### config.mk
export PLATFORM = sky130hd
export DESIGN_NAME = main_fsm_flat
export DESIGN_NICKNAME = d
export VERILOG_FILES = /design/src/rtl/main_fsm_if.sv /design/src/rtl/main_fsm.sv /design/src/flat_wrapper.sv
export SDC_FILE = /design/constraint.sdc
export NUM_CORES = 1
export LEC_CHECK = 0
export BUFFER_PORTS_ARGS = -buffer_cell sky130_fd_sc_hd__buf_2
export CORE_MARGIN = 5
export CORE_UTILIZATION = 50
export CTS_CLUSTER_DIAMETER = 50
export DETAILED_ROUTE_END_ITERATION = 7
export GPL_TIMING_DRIVEN = 0
export PLACE_DENSITY = 0.81
export SLEW_MARGIN = 20
export SYNTH_ARGS = -nofsm -noshare
export SYNTH_HDL_FRONTEND = slang
export SYNTH_SLANG_ARGS = --single-unit
### constraint.sdc
create_clock -name clk -period 3 [get_ports clk]
set_clock_uncertainty 0.1 [all_clocks]
set_input_delay 0.15 -clock clk [delete_from_list [all_inputs] [get_ports clk]]
set_output_delay 0.15 -clock clk [all_outputs]
set_load 0.05 [all_outputs]
### src/rtl/main_fsm_if.sv
// -----------------------------------------------------------------------------
// main_fsm_if
// Bundle between the multicycle control sequencer and the RV32I datapath.
//   master : the sequencer (main_fsm) - takes op/mem_ready, drives all strobes,
//            mux selects, ALU op, immediate select, retire/illegal_op, state.
//   slave  : the datapath / memory side - drives op/mem_ready, observes controls.
// -----------------------------------------------------------------------------
interface main_fsm_if;
    logic [6:0] op;
    logic       mem_ready;
    logic       PCUpdate;
    logic       IRWrite;
    logic       RegWrite;
    logic       MemWrite;
    logic       Branch;
    logic       AdrSrc;
    logic [1:0] ALUSrcA;
    logic [1:0] ALUSrcB;
    logic [1:0] ResultSrc;
    logic [1:0] ALUOp;
    logic [1:0] ImmSrc;
    logic       retire;
    logic       illegal_op;
    logic [3:0] state;

    modport master (
        input  op, mem_ready,
        output PCUpdate, IRWrite, RegWrite, MemWrite, Branch, AdrSrc,
               ALUSrcA, ALUSrcB, ResultSrc, ALUOp, ImmSrc, retire,
               illegal_op, state
    );

    modport slave (
        output op, mem_ready,
        input  PCUpdate, IRWrite, RegWrite, MemWrite, Branch, AdrSrc,
               ALUSrcA, ALUSrcB, ResultSrc, ALUOp, ImmSrc, retire,
               illegal_op, state
    );
endinterface

### src/rtl/main_fsm.sv
// -----------------------------------------------------------------------------
// main_fsm
// Multicycle Moore control sequencer for the RV32I core. Steps one instruction
// through fetch/decode/execute/memory/writeback in 3-5 cycles; mem_ready
// stretches FETCH, MEMREAD and MEMWRITE.
// Ports:
//   clk    : rising-edge clock
//   reset  : asynchronous, active-low
//   bus    : main_fsm_if.master - op/mem_ready in, datapath controls out
// Parameter:
//   RESET_TRAP : 1 = illegal opcode parks in TRAP until reset,
//                0 = illegal opcode is dropped and FETCH resumes.
// -----------------------------------------------------------------------------
module main_fsm #(
    parameter bit RESET_TRAP = 1'b0
) (
    input  logic       clk,
    input  logic       reset,
    main_fsm_if.master bus
);

    typedef enum logic [3:0] {
        S_FETCH    = 4'd0,
        S_DECODE   = 4'd1,
        S_MEMADR   = 4'd2,
        S_MEMREAD  = 4'd3,
        S_MEMWB    = 4'd4,
        S_MEMWRITE = 4'd5,
        S_EXECR    = 4'd6,
        S_EXECI    = 4'd7,
        S_ALUWB    = 4'd8,
        S_BEQ      = 4'd9,
        S_JAL      = 4'd10,
        S_TRAP     = 4'd11
    } state_t;

    localparam logic [6:0] OP_LOAD  = 7'b0000011;
    localparam logic [6:0] OP_STORE = 7'b0100011;
    localparam logic [6:0] OP_RTYPE = 7'b0110011;
    localparam logic [6:0] OP_ITYPE = 7'b0010011;
    localparam logic [6:0] OP_BEQ   = 7'b1100011;
    localparam logic [6:0] OP_JAL   = 7'b1101111;

    // Moore control word. fetch_gate / memw_gate mark the states whose
    // IRWrite+PCUpdate or retire are qualified by mem_ready outside the flops.
    typedef struct packed {
        logic       adr_src;
        logic [1:0] alu_src_a;
        logic [1:0] alu_src_b;
        logic [1:0] result_src;
        logic [1:0] alu_op;
        logic       reg_write;
        logic       mem_write;
        logic       branch;
        logic       pc_update;
        logic       retire;
        logic       illegal_op;
        logic       fetch_gate;
        logic       memw_gate;
    } ctrl_t;

    function automatic ctrl_t decode(state_t s);
        ctrl_t c;
        c = '0;
        case (s)
            S_FETCH: begin
                c.alu_src_b  = 2'b10;
                c.result_src = 2'b10;
                c.fetch_gate = 1'b1;
            end
            S_DECODE: begin
                c.alu_src_a = 2'b01;
                c.alu_src_b = 2'b01;
            end
            S_MEMADR: begin
                c.alu_src_a = 2'b10;
                c.alu_src_b = 2'b01;
            end
            S_MEMREAD: begin
                c.adr_src = 1'b1;
            end
            S_MEMWB: begin
                c.result_src = 2'b01;
                c.reg_write  = 1'b1;
                c.retire     = 1'b1;
            end
            S_MEMWRITE: begin
                c.adr_src   = 1'b1;
                c.mem_write = 1'b1;
                c.memw_gate = 1'b1;
            end
            S_EXECR: begin
                c.alu_src_a = 2'b10;
                c.alu_op    = 2'b10;
            end
            S_EXECI: begin
                c.alu_src_a = 2'b10;
                c.alu_src_b = 2'b01;
                c.alu_op    = 2'b10;
            end
            S_ALUWB: begin
                c.reg_write = 1'b1;
                c.retire    = 1'b1;
            end
            S_BEQ: begin
                c.alu_src_a = 2'b10;
                c.alu_op    = 2'b01;
                c.branch    = 1'b1;
                c.retire    = 1'b1;
            end
            S_JAL: begin
                c.alu_src_a = 2'b01;
                c.alu_src_b = 2'b10;
                c.pc_update = 1'b1;
            end
            S_TRAP: begin
                c.illegal_op = 1'b1;
            end
            default: c = '0;
        endcase
        return c;
    endfunction

    state_t state_q, state_d;
    ctrl_t  ctrl_q;

    always_comb begin
        state_d = state_q;
        case (state_q)
            S_FETCH:    if (bus.mem_ready) state_d = S_DECODE;
            S_DECODE: begin
                case (bus.op)
                    OP_LOAD, OP_STORE: state_d = S_MEMADR;
                    OP_RTYPE:          state_d = S_EXECR;
                    OP_ITYPE:          state_d = S_EXECI;
                    OP_BEQ:            state_d = S_BEQ;
                    OP_JAL:            state_d = S_JAL;
                    default:           state_d = RESET_TRAP ? S_TRAP : S_FETCH;
                endcase
            end
            S_MEMADR:   state_d = (bus.op == OP_LOAD) ? S_MEMREAD : S_MEMWRITE;
            S_MEMREAD:  if (bus.mem_ready) state_d = S_MEMWB;
            S_MEMWB:    state_d = S_FETCH;
            S_MEMWRITE: if (bus.mem_ready) state_d = S_FETCH;
            S_EXECR:    state_d = S_ALUWB;
            S_EXECI:    state_d = S_ALUWB;
            S_ALUWB:    state_d = S_FETCH;
            S_BEQ:      state_d = S_FETCH;
            S_JAL:      state_d = S_ALUWB;
            S_TRAP:     state_d = S_TRAP;
            default:    state_d = S_FETCH;
        endcase
    end

    // The control word is registered alongside the state so every Moore
    // output comes straight from a flop.
    always_ff @(posedge clk or negedge reset) begin
        if (!reset) begin
            state_q <= S_FETCH;
            ctrl_q  <= decode(S_FETCH);
        end else begin
            state_q <= state_d;
            ctrl_q  <= decode(state_d);
        end
    end

    // FETCH keeps its gate bit during reset so the mux selects show FETCH
    // values; the reset term keeps IRWrite/PCUpdate low until reset releases.
    logic fetch_hit;
    assign fetch_hit = reset & ctrl_q.fetch_gate & bus.mem_ready;

    assign bus.PCUpdate   = ctrl_q.pc_update | fetch_hit;
    assign bus.IRWrite    = fetch_hit;
    assign bus.RegWrite   = ctrl_q.reg_write;
    assign bus.MemWrite   = ctrl_q.mem_write;
    assign bus.Branch     = ctrl_q.branch;
    assign bus.AdrSrc     = ctrl_q.adr_src;
    assign bus.ALUSrcA    = ctrl_q.alu_src_a;
    assign bus.ALUSrcB    = ctrl_q.alu_src_b;
    assign bus.ResultSrc  = ctrl_q.result_src;
    assign bus.ALUOp      = ctrl_q.alu_op;
    assign bus.retire     = ctrl_q.retire | (ctrl_q.memw_gate & bus.mem_ready);
    assign bus.illegal_op = ctrl_q.illegal_op;
    assign bus.state      = state_q;

    // Immediate format select straight from the opcode.
    always_comb begin
        bus.ImmSrc = 2'b00;
        case (bus.op)
            OP_STORE: bus.ImmSrc = 2'b01;
            OP_BEQ:   bus.ImmSrc = 2'b10;
            OP_JAL:   bus.ImmSrc = 2'b11;
            default:  bus.ImmSrc = 2'b00;
        endcase
    end

endmodule

### src/flat_wrapper.sv
// flat-port wrapper written by rule: the top's interface ports become plain ports
module main_fsm_flat 
#(
    parameter bit RESET_TRAP = 1'b0
)
  (clk, reset, bus_op, bus_mem_ready, bus_PCUpdate, bus_IRWrite, bus_RegWrite, bus_MemWrite, bus_Branch, bus_AdrSrc, bus_ALUSrcA, bus_ALUSrcB, bus_ResultSrc, bus_ALUOp, bus_ImmSrc, bus_retire, bus_illegal_op, bus_state);
  main_fsm_if bus_i ();
  input  logic clk;
  input  logic reset;
  input wire logic [$bits(bus_i.op)-1:0] bus_op;
  input wire logic [$bits(bus_i.mem_ready)-1:0] bus_mem_ready;
  output wire logic [$bits(bus_i.PCUpdate)-1:0] bus_PCUpdate;
  output wire logic [$bits(bus_i.IRWrite)-1:0] bus_IRWrite;
  output wire logic [$bits(bus_i.RegWrite)-1:0] bus_RegWrite;
  output wire logic [$bits(bus_i.MemWrite)-1:0] bus_MemWrite;
  output wire logic [$bits(bus_i.Branch)-1:0] bus_Branch;
  output wire logic [$bits(bus_i.AdrSrc)-1:0] bus_AdrSrc;
  output wire logic [$bits(bus_i.ALUSrcA)-1:0] bus_ALUSrcA;
  output wire logic [$bits(bus_i.ALUSrcB)-1:0] bus_ALUSrcB;
  output wire logic [$bits(bus_i.ResultSrc)-1:0] bus_ResultSrc;
  output wire logic [$bits(bus_i.ALUOp)-1:0] bus_ALUOp;
  output wire logic [$bits(bus_i.ImmSrc)-1:0] bus_ImmSrc;
  output wire logic [$bits(bus_i.retire)-1:0] bus_retire;
  output wire logic [$bits(bus_i.illegal_op)-1:0] bus_illegal_op;
  output wire logic [$bits(bus_i.state)-1:0] bus_state;
  assign bus_i.op = bus_op;
  assign bus_i.mem_ready = bus_mem_ready;
  assign bus_PCUpdate = bus_i.PCUpdate;
  assign bus_IRWrite = bus_i.IRWrite;
  assign bus_RegWrite = bus_i.RegWrite;
  assign bus_MemWrite = bus_i.MemWrite;
  assign bus_Branch = bus_i.Branch;
  assign bus_AdrSrc = bus_i.AdrSrc;
  assign bus_ALUSrcA = bus_i.ALUSrcA;
  assign bus_ALUSrcB = bus_i.ALUSrcB;
  assign bus_ResultSrc = bus_i.ResultSrc;
  assign bus_ALUOp = bus_i.ALUOp;
  assign bus_ImmSrc = bus_i.ImmSrc;
  assign bus_retire = bus_i.retire;
  assign bus_illegal_op = bus_i.illegal_op;
  assign bus_state = bus_i.state;
  main_fsm #(.RESET_TRAP(RESET_TRAP)) u_core (.clk(clk), .reset(reset), .bus(bus_i));
endmodule
==> flow_summary.toml <==
[outcome]
status = "finished clean"

[power_and_ir_drop]
leakagePower_nw = 0.675
worst_ir_drop_vdd_uv = 262
power.density_nw_per_um2 = 426

[floorplanning]
die_h_um = 55.7
initial_core_util_pct = 52.7
die_x_um = 55.7
coreArea_sq_um = 1980
ios = 32
fp.dieArea_sq_um = 3100
rows = 16

[route]
via_per_inst = 5.35
dr.pass1.iters = 4
drtIter0Drc = 17
drt-wirelength-per-cell_um = 13.2
finalWirelength_um = 2090
postRouteAntennaNets = 0
drc = 0
vias = 851

[critical_path]
reg2reg_depth = 6
cp_top_family = "simple AND/OR/NAND/NOR gates"
max_stage_delay_ns = 0.58
worstPathArrival_ns = 2.38
path_buf_inv = 1
cp_slowest_cell = "or4b_4"
worstSetupPathType = "reg2reg"
cp_cell_sequence = "buf_6 > or4b_4 > o32ai_4 > a21oi_2 > or3_1 > a21boi_1"
critical_path_depth = 6
cp-start-kind = "register"
crit_path_max_fanout = 10
crit_path_end_kind = "register"
cp_data_required_time_ns = 3.13

[cells_and_area]
nets = 143
area_delta_synth_final_pct = 21.7
final_util_pct = 64.1
num_antenna_cells = 0
final_layout_size_suffix_gt1_share_pct = 43.9
stdcell_count = 159
final_cell_mix = "buf_2, dfrtp_1, buf_4"
finalInstanceArea_sq_um = 1270
final_common_cell = "buf_2"

[clock_tree]
insertion_delay_ns = 0.30
ctsResizeCount = 0
cts_hold_buf = 1
cts.sinks = 19
cts_root_buf = "clkbuf_4"
htree_levels = 1
post_cts_buffers = 0
clock_path_buffers = 2
numCtsBuffers = 3
cts_tree = "built"
clkSlewWorstSetupHoldPaths_ns = 0.11

[timing]
rsz0062_at_grt = "false"
period_share_pct = 75.0
slew_viol_final = 0
whs_ns = 0.0251
worst_pin_slew_ns = 0.672
tns_ns = 0
fin_crit_ns = 2.25
slew_headroom_pct = 55.0
hold_viol_final = 0
setup_viol = 0
fmax_mhz = 445

[global_route]
grt_overflow = 0
grt_pass1_wl_um = 3710
grt_max_degree = 21
grt_usage_pct = 14.7
antenna_found_initial = 0
grt_pass1_vias = 845

[synthesis]
synth_area_sq_um = 1040
synth_ff_type = "dfrtp_1"
synth_cell_types = 41
syn_area_per_cell_sq_um = 10.9
synth-async-reset-ratio_pct = 100
syn_inst = 96
mappedNetlistNets = 106
synth_warnings = 0
synth_enable_flop_cells = 0
synth_seq_cells = 19
seq_area_frac_synth_pct = 45.9

[flow_run]
drv_cap = 0

[placement]
dp_hpwl_um = 1610
place_area_sq_um = 1230
gp_congestion = 0.804
place_inst = 154
io_buffers = 31

[worst_hold_path]
hp-class = "in2reg"
worstHoldPathCells = 2
cells by family (layout without fill, tap and decap cells):
group / after synthesis / count (layout) / synth area share, %
AND/OR/NAND/NOR: 45 / 45 / 29.0
flip-flops: 19 / 19 / 45.9
AO/OA/AOI/OAI: 16 / 16 / 13.8
buffers and inverters: 13 / 49 / 8.74
XOR/XNOR: 2 / 2 / 1.68
multiplexers: 1 / 1 / 0.958
stage by stage:
stage                     total power, mW  setup slack (ns)
after floorplan                     0.381             0.621
final                               0.542             0.750
after global placement              0.415             0.789
after global routing                0.574             0.591
after detailed placement            0.418             0.767
after CTS                           0.545             0.748
state kept, by name, indices dropped and copies added (netlist names):
register / flops
u_core.bus.Branch: 1
u_core.ctrl_q: 3
u_core.bus.ResultSrc: 2
u_core.bus.AdrSrc: 1
u_core.bus.ALUSrcA: 2
u_core.bus.illegal_op: 1
u_core.bus.MemWrite: 1
u_core.bus.ALUSrcB: 2
u_core.bus.ALUOp: 1
u_core.bus.RegWrite: 1
u_core.bus.state: 4
area by class of cell:
type | instances | area [sq um]
multi-input cells | 64 | 474
inverters | 2 | 7.51
flip-flops and latches | 19 | 479
plain buffers | 11 | 83.8
clock buffers | 3 | 22.5
repair buffers | 32 | 165
fillers | 176 | 711
well taps | 27 | 33.8
clock inverters | 1 | 5.00
report_power, final:
part	switching [mW]	internal (mW)
Sequential	0.00659	0.272
Combinational	0.0897	0.0446
Clock	0.0788	0.0497
synth_stat cells (2+ instances only):
master / instances / area (sq um)
dfrtp_1: 16 / 400
buf_4: 9 / 67.6
nor2_1: 8 / 30.0
nand2b_1: 7 / 43.8
nand2_1: 4 / 15.0
and3_1: 3 / 18.8
dfstp_2: 3 / 78.8
nor3b_1: 3 / 22.5
a21oi_1: 2 / 10.0
inv_1: 2 / 7.51
nand3_1: 2 / 10.0
nand3b_1: 2 / 15.0
nor2b_1: 2 / 12.5
nor3_1: 2 / 10.0
nor4b_1: 2 / 17.5
or3_1: 2 / 12.5
or3b_2: 2 / 17.5
xor2_1: 2 / 17.5
layer usage:
metal	GRT usage, %	share of wire [%]
met2	24.2	50
met1	17.9	41
met3	4.41	7.6
met4	5.90	1.3
met5	0	0
final timing paths:
| check | from | slack, ns | endpoint |
|---|---|---|---|
| min in group asynchronous | reset | 0.20 | u_core.bus.ALUSrcA[0]$_DFF_PN0_ |
| min reg2reg | u_core.bus.state[2]$_DFF_PN0_ | 0.57 | u_core.bus.illegal_op$_DFF_PN0_ |
| min | bus_op[6] | 0.03 | u_core.bus.ALUOp[1]$_DFF_PN0_ |
| max | u_core.bus.state[1]$_DFF_PN0_ | 0.75 | u_core.bus.AdrSrc$_DFF_PN0_ |
| max reg2reg | u_core.bus.state[1]$_DFF_PN0_ | 0.75 | u_core.bus.AdrSrc$_DFF_PN0_ |
| max in group asynchronous | reset | 2.28 | u_core.bus.ALUSrcB[1]$_DFF_PN1_ |
worst reg2reg max path, stage by stage, from the launching register on:
cell and delay [ns]:
dfrtp_1 0.41, buf_6 0.14, or4b_4 0.59, o32ai_4 0.31
a21oi_2 0.17, or3_1 0.33, a21boi_1 0.14
(Power assumes the default switching activity.)
